File: src/rtl/stuffer_pkg.sv
// Shared constants and helpers for the bit stuffer / destuffer pair.
package stuffer_pkg;

    // Run length of identical bits after which one complementary stuff bit follows.
    localparam int unsigned STUFF_LEN_DEFAULT = 5;

    // Width of one data byte on the serial link.
    localparam int unsigned BYTE_W = 8;

    // Classification of a receive-side bit sample.
    typedef enum logic [1:0] {
        SMP_NONE,
        SMP_DATA,
        SMP_STUFF_OK,
        SMP_STUFF_ERR
    } sample_kind_e;

    // Mid-bit sample point for a given clocks-per-bit count.
    function automatic logic [7:0] sample_point(input logic [7:0] baud);
        return 8'((9'(baud) + 9'd1) >> 1);
    endfunction

endpackage

File: src/rtl/rx_sync.sv
// Multi-stage synchronizer for the serial line plus edge detection on the
// synchronized value. Runs every clock, independent of any enable.
module rx_sync #(
    parameter int unsigned SYNC_STAGES = 2
) (
    input  logic clk,
    input  logic rst_n,
    input  logic rxin,
    output logic rx_s,
    output logic rx_edge
);

    logic [SYNC_STAGES-1:0] sync_q;
    logic                   rx_prev;

    // Shift the raw line through the synchronizer chain; idle line is high.
    always_ff @(posedge clk or negedge rst_n) begin
        if (!rst_n) begin
            sync_q  <= '1;
            rx_prev <= 1'b1;
        end else begin
            sync_q[0] <= rxin;
            for (int unsigned i = 1; i < SYNC_STAGES; i++) begin
                sync_q[i] <= sync_q[i-1];
            end
            rx_prev <= sync_q[SYNC_STAGES-1];
        end
    end

    // Final stage and a change flag against its previous-cycle value.
    always_comb begin
        rx_s    = sync_q[SYNC_STAGES-1];
        rx_edge = rx_s ^ rx_prev;
    end

endmodule

File: src/rtl/destuffer.sv
// Serial bit destuffer: oversamples a stuffed line, removes stuff bits,
// flags stuff-rule violations and assembles LSB-first bytes.
module destuffer
    import stuffer_pkg::*;
#(
    parameter int unsigned STUFF_LEN   = STUFF_LEN_DEFAULT,
    parameter int unsigned SYNC_STAGES = 2
) (
    input  logic              clk,
    input  logic              rst_n,
    input  logic              enable,
    input  logic              rxin,
    input  logic [7:0]        baudrate,
    output logic [BYTE_W-1:0] rxdata,
    output logic              rxvalid,
    output logic              stufferr
);

    localparam int unsigned RUN_W = $clog2(STUFF_LEN + 1);
    localparam int unsigned BIT_W = $clog2(BYTE_W);

    logic rx_s;
    logic rx_edge;

    logic [7:0]        cnt_q,     cnt_d;
    logic [RUN_W-1:0]  run_q,     run_d;
    logic              run_val_q, run_val_d;
    logic [BIT_W-1:0]  bitcnt_q,  bitcnt_d;
    logic [BYTE_W-1:0] shreg_q,   shreg_d;
    logic              byte_done;
    logic              do_sample;
    sample_kind_e      kind;

    rx_sync #(
        .SYNC_STAGES(SYNC_STAGES)
    ) u_rx_sync (
        .clk    (clk),
        .rst_n  (rst_n),
        .rxin   (rxin),
        .rx_s   (rx_s),
        .rx_edge(rx_edge)
    );

    // Baud counter, sample decision, run tracking and byte assembly.
    // The sample test uses the post-resync count, so an edge landing on the
    // stale sample point moves the sample rather than taking it early.
    always_comb begin
        cnt_d     = (cnt_q >= baudrate) ? 8'd1 : cnt_q + 8'd1;
        run_d     = run_q;
        run_val_d = run_val_q;
        bitcnt_d  = bitcnt_q;
        shreg_d   = shreg_q;
        byte_done = 1'b0;
        kind      = SMP_NONE;

        if (rx_edge) begin
            cnt_d = 8'd1;
        end

        do_sample = (baudrate < 8'd2) || (cnt_d == sample_point(baudrate));

        if (do_sample) begin
            if (run_q == RUN_W'(STUFF_LEN)) begin
                kind = (rx_s == run_val_q) ? SMP_STUFF_ERR : SMP_STUFF_OK;
            end else begin
                kind = SMP_DATA;
            end
        end

        unique case (kind)
            SMP_DATA: begin
                if (rx_s == run_val_q) begin
                    run_d = run_q + RUN_W'(1);
                end else begin
                    run_d     = RUN_W'(1);
                    run_val_d = rx_s;
                end
                shreg_d   = {rx_s, shreg_q[BYTE_W-1:1]};
                bitcnt_d  = bitcnt_q + BIT_W'(1);
                byte_done = (bitcnt_q == BIT_W'(BYTE_W - 1));
            end
            SMP_STUFF_OK, SMP_STUFF_ERR: begin
                run_d     = RUN_W'(1);
                run_val_d = rx_s;
            end
            default: ;
        endcase
    end

    // State registers; enable low freezes everything and silences the pulses.
    always_ff @(posedge clk or negedge rst_n) begin
        if (!rst_n) begin
            cnt_q     <= 8'd1;
            run_q     <= '0;
            run_val_q <= 1'b1;
            bitcnt_q  <= '0;
            shreg_q   <= '0;
            rxdata    <= '0;
            rxvalid   <= 1'b0;
            stufferr  <= 1'b0;
        end else if (enable) begin
            cnt_q     <= cnt_d;
            run_q     <= run_d;
            run_val_q <= run_val_d;
            bitcnt_q  <= bitcnt_d;
            shreg_q   <= shreg_d;
            if (byte_done) begin
                rxdata <= shreg_d;
            end
            rxvalid   <= byte_done;
            stufferr  <= (kind == SMP_STUFF_ERR);
        end else begin
            rxvalid   <= 1'b0;
            stufferr  <= 1'b0;
        end
    end

endmodule

File: config.mk
export PLATFORM = sky130hd
export DESIGN_NAME = destuffer
export DESIGN_NICKNAME = d
export VERILOG_FILES = /design/src/rtl/stuffer_pkg.sv /design/src/rtl/rx_sync.sv /design/src/rtl/destuffer.sv
export SDC_FILE = /design/constraint.sdc
export NUM_CORES = 1
export LEC_CHECK = 0
export CAP_MARGIN = 20
export CORE_UTILIZATION = 45
export DETAILED_ROUTE_END_ITERATION = 8
export MAX_ROUTING_LAYER = met4
export PLACE_DENSITY = 0.61
export SLEW_MARGIN = 20
export SYNTH_ARGS = -nofsm -noshare
export SYNTH_HDL_FRONTEND = slang
export SYNTH_SLANG_ARGS = --single-unit
File: constraint.sdc
create_clock -name clk -period 3.4 [get_ports clk]
set_input_delay 0.68 -clock clk [delete_from_list [all_inputs] [get_ports clk]]
set_output_delay 0.68 -clock clk [all_outputs]
set_load 0.05 [all_outputs]
* After elaboration in Yosys (flattened, before gate mapping) *
Index checks and enable logic that the tools add are counted.

storage, ports and cells
  bits in registers = 36
  latch bits = 0
  RAM bits = 0
  bits in read-only memories = 0
  input port bits = 12
  word-level logic and storage cells = 45
  memories = 0

operators by class
  $add $sub $neg = 4
  multipliers = 0
  div/mod/pow operators = 0
  $lt $le $gt $ge = 2
  equal/unequal tests = 8
  shifts and indexed selects = 0
  muxes and demuxes = 13
  bitwise logic cells = 1
  reductions and logical operators = 7

operator list
  cell                                                                   number
  8-bit 2-to-1 mux                                                       3
  8-bit by 1-bit adder with 9-bit output (second input constant)         1
  8-bit by 1-bit adder with 8-bit output (second input constant)         1
  8-bit == test                                                          1
  8-bit greater-or-equal comparator                                      1
  8-bit by 2-bit < comparator with 1-bit output (second input constant)  1
  3-bit by 1-bit adder with 3-bit output (second input constant)         2
  3-bit == test (second input constant)                                  2
  3-bit case mux with 2 select lines                                     1
  2-bit AND reduction                                                    3
  1-bit 2-to-1 mux                                                       5
  2-bit == test (second input constant)                                  2
  2-bit 2-to-1 mux                                                       2
  3-bit 2-to-1 mux                                                       1
  3-bit AND reduction                                                    1
  2-bit by 1-bit == test with 1-bit output (second input constant)       1
  2-bit != test (second input constant)                                  1
  1-bit case mux with 2 select lines                                     1
  2-bit nonzero test                                                     1
  2-bit OR reduction                                                     1
  1-bit == test                                                          1
  1-bit logical OR                                                       1
  1-bit bitwise XOR                                                      1

* Depth between registers and ports, before layout *
  depth in word-level cells = 10
  mapped depth = 13
  gate-level depth less buffers = 10

* Modules after synthesis *
From an unflattened synthesis, not the netlist that was laid out.

second synthesis, totals
  cells, all modules = 207
  area, all modules = 2192.1 um^2

modules (own cells, without submodules)
  module     times used  cells each  area each (um^2)
  destuffer  1           203         2104.5
  rx_sync    1           4           87.6

* Worst setup path before layout *
OpenSTA, ideal clock, no wires.

  path type = input port to flip-flop
  from = input baudrate[2]
  to = register rxdata[0]
  library setup time = 0.125 ns
  data arrival time = 3.251 ns
  required time = 3.275 ns
  path slack = 0.024 ns
  stages = 12
  path buffers = 2
  cell sequence = buf_6 -> inv_1 -> ha_1 -> or4_1 -> a21oi_1 -> o31ai_1 -> clkbuf_8 -> nor4_1 -> nor4_1 -> a211oi_4 -> nand3_2 -> mux2_2

on the way
  word-level cells in the longest chain between the ends = 9
  elaborated cells between the ends (all ways) = 12
  classes of those cells = 1 x add/sub; 2 x order compare; 2 x eq/ne; 5 x mux; 2 x reduce/logical

ends and longest elaborated chain
  element                                       RTL line          RTL
  start, declared                               destuffer.sv:13   input logic [7:0] baudrate,
  8-bit greater-or-equal comparator             destuffer.sv:48   cnt_d = (cnt_q >= baudrate) ? 8'd1 : cnt_q + 8'd1;
  8-bit 2-to-1 mux                              destuffer.sv:48
  8-bit 2-to-1 mux                              destuffer.sv:56   if (rx_edge) begin
  8-bit == test                                 destuffer.sv:60   do_sample = (baudrate < 8'd2) || (cnt_d == sample_point(baudrate));
  1-bit logical OR (*)                          destuffer.sv:60
  2-bit 2-to-1 mux (*)                          destuffer.sv:62   if (do_sample) begin
  2-bit by 1-bit == test with 1-bit output (*)  destuffer.sv:70   unique case (kind)
  1-bit 2-to-1 mux                              destuffer.sv:70
  2-bit AND reduction (no line)                 --
  end signal, assigned                          destuffer.sv:108  rxdata <= shreg_d;
  end, declared                                 destuffer.sv:14   output logic [BYTE_W-1:0] rxdata,

Every way passes the cells marked *; elsewhere a longest branch is shown, timed or not.
A chain may end at the register's enable or synchronous reset.

* Worst setup path after layout *
  from = input baudrate[5]
  to = register rxdata[4]

The elaborated chain is that of the path after synthesis.

==> results.toml <==
[yosys]
netlist_top_cells_area = "dfrtp_1 33%, mux2_2 7.9%, ha_1 7.7%"
synth_cell_type_count = 49
synth_xor_xnor_area_share = 0.0422
syn_area_per_cell_um2 = 10.1
synth.mux.area_fraction = 0.0920
synth_flop_cell = "dfrtp_1"
synth.largest_area_cell = "dfrtp_1"
syn-cell-area_um2 = 2280
synth_simple_gate_area_frac = 0.177
ys_warn_count = 0
synth.yosys.seq_area_share = 0.386
synth-seq-cells = 35
synth_async_sr_flop_share = 1.00
synth_top_family_by_area = "simple AND/OR/NAND/NOR gates"
synth_fa_ha_area_frac = 0.0767
synth-edff-count = 0
synth_compound_area_frac = 0.160
yosysTopAreaCellShare = 0.329
netlist_instances = 226
syn_nets = 252

[timing]
setup_viol = 0
worst_slew_pin_slew_ns = 0.570
final-hold-violation-count = 0
fmax_mhz = 307
post-route-period-util = 0.958
drv_slew = 0
fin_worst_skew_ns = 0.00846
rsz0062_at_grt = "false"
relSlewSlack = 0.620
worst_hold_slack_ns = 0.357
period_minus_slack_ns = 3.26

[global_route]
grt_pass1_vias = 1817
grt_usage = 0.221
grt_overflow = 0
antenna_found_initial = 0
grt_max_degree = 36
grt_pass1_wl_mm = 8.59

[die]
die_h_um = 73.3
coreArea_um2 = 4820
die_x_um = 73.3
start_util = 0.474
io_pins = 22
dieArea_um2 = 5370
rows = 25

[final_layout]
n_antenna_cell = 0
final_layout_size_suffix_gt1_frac = 0.367
final_cell_count_no_fill = 361
nets = 319
final_area_um2 = 3140
area_delta_synth_final_pct = 37.2
final_util = 0.651

[clock_network]
cts_buffers = 5
ctsRootBufferMaster = "clkbuf_8"
clock_latency_ns = 0.29
cts_tree = "built"
clockBufferDepth = 2
clk_pin_slew_ns = 0.07
cts.sinks = 35
holdBufCountCts = 0
cts_max_level = 2

[setup_path]
crit_path_cell_trace = "clkdlybuf4s50_1, inv_1, ha_1, a21o_1, a211oi_4, o31ai_4, buf_4, a21oi_2, o22ai_4, a211oi_4, buf_6, nand3_4, mux2_4"
worstSetupStartpointType = "primary input"
regToRegSetupSlack_ns = 0.37
r2r_end = "shreg_q[7]"
crit_path_max_fanout = 8
r2r-start = "cnt_q[0]"
worstPathRequired_ns = 3.57
r2r_cells = 11
critPathCaptureType = "register"
cpMostUsedCell = "a211oi_4"
worst_path_max_delay_cell = "clkdlybuf4s50_1"
cpPeakStageDelay_ns = 0.48
arrival_ns = 3.43
crit_type = "primary input to register"

[hold_path]
worstHoldStart = "u_rx_sync.sync_q[0]"
holdPathStages = 0
holdCritPathClass = "register to register"
holdPathEnd = "u_rx_sync.sync_q[1]"

[placed_design]
port_buffers = 21
globalplace.congestion = 0.861
dpl.hpwl_mm = 3.68
placed_area_um2 = 2800
placedCellCount = 349

[status]
status = "finished clean"

[route]
vias = 1923
vias_per_cell = 5.33
drt_iter0_markers = 84
firstDrtPassIters = 5
drt_wl_total_mm = 5.21
wl_per_cell_um = 14.4
final_antenna_net_count = 0
drc = 0

[run]
maxCapViolCount = 0

[pwr]
p_leak_nw = 1.48
vdd_drop_max_mv = 0.357
power_density_nw_per_um2 = 353
## area by class of cell
cell class | instances | area, um2
flip-flops and latches | 35 | 882
well taps | 67 | 83.8
clock buffers | 5 | 68.8
clock inverters | 3 | 20.0
fillers | 416 | 1680
repair buffers | 66 | 571
inverters | 16 | 60.1
multi-input cells | 169 | 1450
## cells in the mapped netlist, drive strengths merged (2+ instances only)
library cell and n:
a211o 2, a211oi 6, a21oi 9, a22o 2, a31oi 2, buf 3
clkbuf 3, dfrtp 30, dfstp 5, ha 14, inv 16, mux2 18
nand2 20, nand2b 3, nand3 9, nand4 5, nor2 12, nor3 6
nor4 5, o211a 3, o211ai 2, o21a 4, o21ai 11, o31ai 4
or3 5, or4 2, xnor2 8, xor2 3
## metal layers
layer	vias to the layer above	share of wire	GRT usage
met2	45	0.49	0.342
met5	-	0	-
met1	911	0.45	0.283
met4	0	0.015	0.0937
li1	959	-	-
met3	8	0.045	0.0412
## stage by stage
step / worst slack [ns] / total power, mW / setup TNS (ns)
floorplan: 0.0240 / 0.671 / 0
global placement: -0.676 / 0.770 / -14.25
detailed placement: -0.681 / 0.775 / -14.83
CTS: -0.00332 / 1.09 / -0.00594
global route: 0.0145 / 1.18 / 0
finish: 0.143 / 1.11 / 0
## registers in the layout (all words and copies together) (netlist names)
name               count
run_q                  3
u_rx_sync.sync_q       2
run_val_q              1
shreg_q                7
bitcnt_q               3
cnt_q                  8
rxvalid                1
u_rx_sync.rx_prev      1
stufferr               1
rxdata                 8
## cell usage in the layout, fill, tap and decap left out, types with 3 or more instances in the layout
master           synthesis  routed
or3_2                    3       3
nor3_1                   6       6
o21ai_0                 11      11
clkbuf_8                 1       5
nand3_1                  8       7
nand2_1                 19      19
o211a_1                  3       3
nor2_1                  12      12
mux2_2                  16      15
dlymetal6s2s_1           0       6
nand2b_1                 3       3
clkdlybuf4s50_1          0      15
inv_1                   16      15
o21a_1                   4       4
ha_1                    14      10
mux2_4                   2       3
xnor2_1                  8       7
nand4_1                  5       5
dfstp_2                  5       5
xor2_1                   3       3
buf_4                    0      43
a211oi_1                 5       4
a21oi_1                  9       6
dfrtp_1                 30      30
## power by group
group / internal [mW] / leakage (nW) / switching (mW)
clock: 0.142 / 0.0402 / 0.153
sequential: 0.455 / 0.460 / 0.0267
combinational: 0.158 / 0.981 / 0.174
## worst max path at each step
stage                startpoint    endpoint  slack (ns)  depth (start not counted)
global route        baudrate[5]   rxdata[4]        0.01                         13
detailed placement  baudrate[3]  shreg_q[7]       -0.68                         11
finish              baudrate[5]   rxdata[4]        0.14                         13
floorplan           baudrate[2]   rxdata[0]        0.02                         12
global placement    baudrate[3]   rxdata[4]       -0.68                         12
CTS                 baudrate[6]   rxdata[2]      -0.003                         13
## logic make-up after synthesis
logic type	Yosys count
AOI/OAI and AO/OA	51
xor gates and xnor gates	11
adders and majority gates	14
buffers and inverters	23
DFF	35
muxes	18
and+or+nand+nor	74
## repair_timing
action / in CTS / in global routing
buffers inserted: 1 / 3
pin swaps: 5 / 12
cloned: 1 / 0
gates resized for setup: 13 / 25
endpoints found under the setup margin: 24 / 23
## worst max-delay path: cells and delay by family
| kind | cells | cell delay, ns |
|---|---|---|
| AO/OA/AOI/OAI | 6 | 1.19 |
| buffers and inverters | 4 | 0.91 |
| multiplexers | 1 | 0.33 |
| adder cells (fa/ha/maj) | 1 | 0.19 |
| AND/OR/NAND/NOR | 1 | 0.12 |
(Power assumes the default switching activity.)
